--- config.mk ---
export PLATFORM = sky130hd
export DESIGN_NAME = pixel_deserializer_flat
export DESIGN_NICKNAME = d
export VERILOG_FILES = /design/src/rtl/mnist_pkg.sv /design/src/rtl/pixel_deserializer_if.sv /design/src/rtl/image_bank.sv /design/src/rtl/pixel_deserializer.sv /design/src/flat_wrapper.sv
export SDC_FILE = /design/constraint.sdc
export NUM_CORES = 2
export LEC_CHECK = 0
export BUFFER_PORTS_ARGS = -buffer_cell sky130_fd_sc_hd__buf_4
export CORE_MARGIN = 5
export CORE_UTILIZATION = 30
export CTS_BUF_LIST = sky130_fd_sc_hd__clkbuf_16
export CTS_CLUSTER_DIAMETER = 30
export CTS_CLUSTER_SIZE = 30
export DETAILED_ROUTE_END_ITERATION = 7
export HOLD_SLACK_MARGIN = 0.02
export PLACE_DENSITY_LB_ADDON = 0.1
export SETUP_SLACK_MARGIN = 0.3
export SYNTH_ARGS = -nofsm -noshare
export SYNTH_HDL_FRONTEND = slang
export SYNTH_SLANG_ARGS = --single-unit
--- constraint.sdc ---
create_clock -name clk -period 66.3 [get_ports clk]
set_input_delay 16.575 -clock clk [delete_from_list [all_inputs] [get_ports clk]]
set_output_delay 16.575 -clock clk [all_outputs]
set_load 0.005 [all_outputs]
--- src/rtl/mnist_pkg.sv ---
// Image geometry shared by the deserializer and the classifier layers.
package mnist_pkg;
  localparam int IMG_W = 28;
  localparam int IMG_H = 28;
  localparam int N_PIX = IMG_W * IMG_H;
  localparam int PIX_W = $clog2(N_PIX);
endpackage

--- src/rtl/pixel_deserializer_if.sv ---
// Pixel stream in, assembled image out, with valid/ready on the image side.
interface pixel_deserializer_if;
  import mnist_pkg::*;

  logic             bit_in;
  logic             bit_valid;
  logic [N_PIX-1:0] img_data;
  logic             img_valid;
  logic             img_ready;

  modport master (
    output bit_in, bit_valid, img_ready,
    input  img_data, img_valid
  );

  modport slave (
    input  bit_in, bit_valid, img_ready,
    output img_data, img_valid
  );
endinterface

--- src/rtl/image_bank.sv ---
// One image buffer: N_PIX flops, each with its own decoded write enable.
module image_bank
  import mnist_pkg::*;
(
  input  logic             clk,
  input  logic             rst,
  input  logic             we,
  input  logic [PIX_W-1:0] addr,
  input  logic             d,
  output logic [N_PIX-1:0] q
);

  // Only the addressed bit loads; all other bits hold.
  always_ff @(posedge clk or posedge rst) begin
    if (rst) begin
      q <= '0;
    end else begin
      for (int i = 0; i < N_PIX; i++) begin
        if (we && (addr == PIX_W'(i))) q[i] <= d;
      end
    end
  end

endmodule

--- src/rtl/pixel_deserializer.sv ---
// Serial-to-parallel image assembly into a ping-pong bank pair. A frame that
// starts while the next write bank is still full is discarded as a whole.
module pixel_deserializer
  import mnist_pkg::*;
#(
  parameter int CNT_W = 16
) (
  input  logic                 clk,
  input  logic                 rst,
  pixel_deserializer_if.slave  bus,
  output logic                 overrun,
  output logic [CNT_W-1:0]     img_count
);

  logic [PIX_W-1:0] pix_cnt;
  logic             wr_bank;
  logic             rd_bank;
  logic [1:0]       full;
  logic [1:0]       full_next;
  logic             drop;
  logic             drop_now;
  logic             frame_end;
  logic             accept;
  logic [1:0]       we;
  logic [N_PIX-1:0] bank_q [2];

  // At pixel 0 the drop decision is taken live so the first bit obeys it.
  assign drop_now  = (pix_cnt == '0) ? full[wr_bank] : drop;
  assign frame_end = bus.bit_valid && (pix_cnt == PIX_W'(N_PIX - 1));
  assign accept    = bus.img_valid && bus.img_ready;

  assign we[0] = bus.bit_valid && !drop_now && !wr_bank;
  assign we[1] = bus.bit_valid && !drop_now &&  wr_bank;

  assign bus.img_valid = full[rd_bank];
  assign bus.img_data  = rd_bank ? bank_q[1] : bank_q[0];

  for (genvar b = 0; b < 2; b++) begin : g_bank
    image_bank u_bank (
      .clk  (clk),
      .rst  (rst),
      .we   (we[b]),
      .addr (pix_cnt),
      .d    (bus.bit_in),
      .q    (bank_q[b])
    );
  end

  // Write-side control: pixel counter, frame drop, bank switch, counters.
  always_ff @(posedge clk or posedge rst) begin
    if (rst) begin
      pix_cnt   <= '0;
      drop      <= 1'b0;
      wr_bank   <= 1'b0;
      overrun   <= 1'b0;
      img_count <= '0;
    end else if (bus.bit_valid) begin
      if (pix_cnt == '0) drop <= full[wr_bank];
      if (frame_end) begin
        pix_cnt <= '0;
        if (!drop_now) begin
          wr_bank   <= ~wr_bank;
          img_count <= img_count + 1'b1;
        end else begin
          overrun <= 1'b1;
        end
      end else begin
        pix_cnt <= pix_cnt + 1'b1;
      end
    end
  end

  // Completion sets the write bank's flag and acceptance clears the read
  // bank's; both may happen in one cycle because they target different banks.
  always_comb begin
    full_next = full;
    if (accept) full_next[rd_bank] = 1'b0;
    if (frame_end && !drop_now) full_next[wr_bank] = 1'b1;
  end

  // Read-side state: bank full flags and the read pointer.
  always_ff @(posedge clk or posedge rst) begin
    if (rst) begin
      full    <= 2'b00;
      rd_bank <= 1'b0;
    end else begin
      full <= full_next;
      if (accept) rd_bank <= ~rd_bank;
    end
  end

endmodule

--- src/flat_wrapper.sv ---
// flat-port wrapper written by rule: the top's interface ports become plain ports
module pixel_deserializer_flat import mnist_pkg::*;
#(
  parameter int CNT_W = 16
)
  (clk, rst, overrun, img_count, bus_bit_in, bus_bit_valid, bus_img_ready, bus_img_data, bus_img_valid);
  pixel_deserializer_if bus_i ();
  input  logic clk;
  input  logic rst;
  output logic overrun;
  output logic [CNT_W-1:0] img_count;
  input wire logic [$bits(bus_i.bit_in)-1:0] bus_bit_in;
  input wire logic [$bits(bus_i.bit_valid)-1:0] bus_bit_valid;
  input wire logic [$bits(bus_i.img_ready)-1:0] bus_img_ready;
  output wire logic [$bits(bus_i.img_data)-1:0] bus_img_data;
  output wire logic [$bits(bus_i.img_valid)-1:0] bus_img_valid;
  assign bus_i.bit_in = bus_bit_in;
  assign bus_i.bit_valid = bus_bit_valid;
  assign bus_i.img_ready = bus_img_ready;
  assign bus_img_data = bus_i.img_data;
  assign bus_img_valid = bus_i.img_valid;
  pixel_deserializer #(.CNT_W(CNT_W)) u_core (.clk(clk), .rst(rst), .bus(bus_i), .overrun(overrun), .img_count(img_count));
endmodule
==> results.md <==
* Outcome: finished clean
* 1st-iter DRT viols at around 6200
* Reg2Reg Launch Point: u_core.pix_cnt[0]
* Worst path bufs/invs at 4
* Via Count at 70152
* Syn_nets at between 8000 and 9000
* Clk_skew at slightly below 40 ps
* Main synth FF type: dfrtp_1
* Ports at just over 800
* Layout cells sized above 1 at 33.2%
* Seq/Total Area, Yosys at 49.5%
* CP cell instances: buf_12, buf_4, buf_4, mux2_2, buf_4
* H-tree levels at 5
* Fin crit period at 21900 ps
* Power Dens Cells at ~34 nW/µm²
* Static Leak at about 52 nW
* Hold_buf cts at 0
* Overall Power at ~3.6 mW
* DRT antenna net count at 0
* Max stage delay on crit path at around 990 ps
* Hold crit path type: flip-flop to flip-flop
* Final Instance Area at 105000 µm²
* Gr busiest metal: met2
* Post-synth ARST share at 100%
* Critical Path Slowest Stage Cell: dfrtp_4
* Reg2Reg Depth at 10
* Clk root buf: clkbuf_16
* Die area at 280000 µm²
* Final setup vio count at 0
* Max Fclk at 0.0457 GHz
* Post-route setup TNS at 0 ps
* #FFs+latches synth at 1600
* Row count at 190
* M3 GR Usage at under 10%
* Area Overhead vs Synth at 29.8%
* Pre-Repair DR Iteration Count at 6
* CP max FO at around 130
* First-pass GRT wire length at between 500000 and 600000 µm
* Worst-Margin Slew at between 1000 and 1500 ps
* Unrepaired setup endpoints after global routing: false
* Post-CTS repair timing setup buffer count at 0
* Worst reg2reg path endpoint: u_core.g_bank[0].u_bank.q[206]
* Average size of a mapped cell at approximately 10 µm²
* Met1 usage at a little over a third
* Largest net degree at the start of global routing at 230
* Nets at roughly 8700
* CORE AREA at around 270000 µm²
* Routed WL at around 390000 µm
* Global-route usage over all layers at a little over a quarter
* PostCTS Resize Cnt at 0
* Relative slew slack at 16.9%
* Critical path arrival at 5320 ps
* Vias in the first global route at just over 70000
* GRT met2 Usage at about 41%
* Post-synth EDFFs at 0
* Initial antenna violation count at 24
* Hold endpoint: u_core.g_bank[0].u_bank.q[89]
* Startpoint types: flip-flop
* Total gr overflow at 0
* Hold path depth at 1
* DR WL/cell at 30.5 µm
* Vias/cell at between 5 and 6
* WHS at approximately 480 ps
* GP Congestion at roughly 0.8
* Initial Util at a little under a third
* Worst path depth at 5
* Crit share post-route at approximately a third
* Die height at between 500 and 600 µm
* Maxcap violations at 0
* TritonCTS Buffers at roughly 460
* Die width at approximately 530 µm
* PortBufs at 806
* CP delay by family, top: buffers and inverters
* CP Class: flip-flop to primary output
* Worst Hold Launch: u_core.g_bank[0].u_bank.q[89]
* Synthesized cell area at 80800 µm²
* Worst-Skew Late Latency at between 900 and 1000 ps
* Number of synthesis warnings at 0
* Clock transition at path regs at around 40 ps
* CTS tree: built
* Crit end category: primary output
* Detailed placer's ending HPWL at between 200000 and 250000 µm
* Clock Sink Count at between 1500 and 2000
* Top cell by count, worst path: buf_4
* CTS max path bufs at 4
* VDD IR max at approximately 25 µV
* Placed cell area at approximately 90000 µm²
* Hold Vio Cnt, Final at 0
* Worst reg-to-reg setup slack at ~61000 ps
* Synth Instances at 8055
* Crit path required time at between 40000 and 50000 ps
* Final Max Tran Viols at 0
* DRC at 0
* Distinct cells, synth at approximately 50
==> registers in the layout, summed over array words and instances (netlist names) <==
signal and count:
u_core.drop 1, u_core.pix_cnt 10, u_core.full 2, u_core.g_bank.u_bank.q 1568, u_core.overrun 1, u_core.wr_bank 1, u_core.img_count 16, u_core.rd_bank 1
==> metrics by stage <==
stage,util [%],std cells,setup slack [ps]
2_1_floorplan,-,8055,4580
3_3_place_gp,33.5,11788,44460
3_5_place_dp,33.5,11788,44390
4_1_cts,39.1,12636,44340
5_1_grt,39.1,12639,44210
6_report,39.1,12652,44400
==> how the worst max path moves through the flow <==
stage | startpoint | slack [ps] | end
2_1_floorplan | rst | 4580 | u_core.drop
3_3_place_gp | bus_bit_in | 44460 | u_core.g_bank[1].u_bank.q[65]
3_5_place_dp | bus_bit_in | 44390 | u_core.g_bank[1].u_bank.q[35]
4_1_cts | u_core.rd_bank | 44340 | bus_img_data[214]
5_1_grt | u_core.rd_bank | 44210 | bus_img_data[215]
6_report | u_core.rd_bank | 44400 | bus_img_data[109]
==> synthesized netlist by cell type (16+ instances only) <==
library cell | count | area [µm²]
mux2_1 | 240 | 2700
o21ai_0 | 1045 | 5230
buf_6 | 29 | 327
clkbuf_1 | 622 | 2330
nand3_1 | 1047 | 5240
dfrtp_1 | 1600 | 40000
buf_1 | 84 | 315
nor2_1 | 266 | 998
nand4_1 | 18 | 113
buf_2 | 60 | 300
nand2_1 | 1322 | 4960
xnor2_1 | 19 | 166
a211oi_1 | 16 | 120
a211oi_2 | 239 | 2990
o211ai_1 | 256 | 1920
mux2_2 | 1077 | 12100
==> final cells by class <==
class	count	area (µm²)
clock inverters	387	3520
clock buffers	461	11500
multi-input cells	5651	37800
fillers	26203	163000
well taps	3552	4440
diodes	16	40.0
repair buffers	978	7550
flip-flops and latches	1600	40100
inverters	7	33.8
==> power by group <==
part	leakage, nW	internal (mW)	switching, mW
sequential	22.1	1.00	0.0109
clock	7.69	1.46	0.669
combinational	22.0	0.0867	0.321
==> per-layer routing <==
metal  vias to the layer above  wire length [µm]
li1                      30029                 -
met3                       613             31800
met2                      3035            175000
met1                     36471            166000
met5                         -                29
met4                         4             14000
==> layout by cell type (no fill, tap or decap), drive strengths merged, types with 5 or more instances in the layout <==
cell type and instances:
dfrtp 1600, nand2 1322, mux2 1317, nand3 1047, o21ai 1045, buf 978
clkbuf 461, nor2 266, o211ai 256, a211oi 255, clkinv 228, inv 94
bufinv 57, xnor2 19, nand4 18, diode 16, clkinvlp 15, nand3b 9
and3b 8, and3 7, nand4bb 6, nor4bb 6, nand4b 5, ha 5
and4 5, or3b 5, nor3b 5, and2 5, nor3 5, nor4 5
==> cell families (layout without fill, tap and decap cells) <==
kind of cell | Yosys count | after routing | share of synthesized area (%)
xor gates and xnor gates | 22 | 22 | 0.238
and+or+nand+nor | 2743 | 2743 | 14.9
other | 0 | 16 | 0
buffers and inverters | 804 | 1833 | 4.10
DFF | 1600 | 1600 | 49.5
AOI/OAI and AO/OA | 1563 | 1563 | 12.8
muxes | 1318 | 1318 | 18.4
adders and majority gates | 5 | 5 | 0.0774
(Power assumes the default switching activity.)
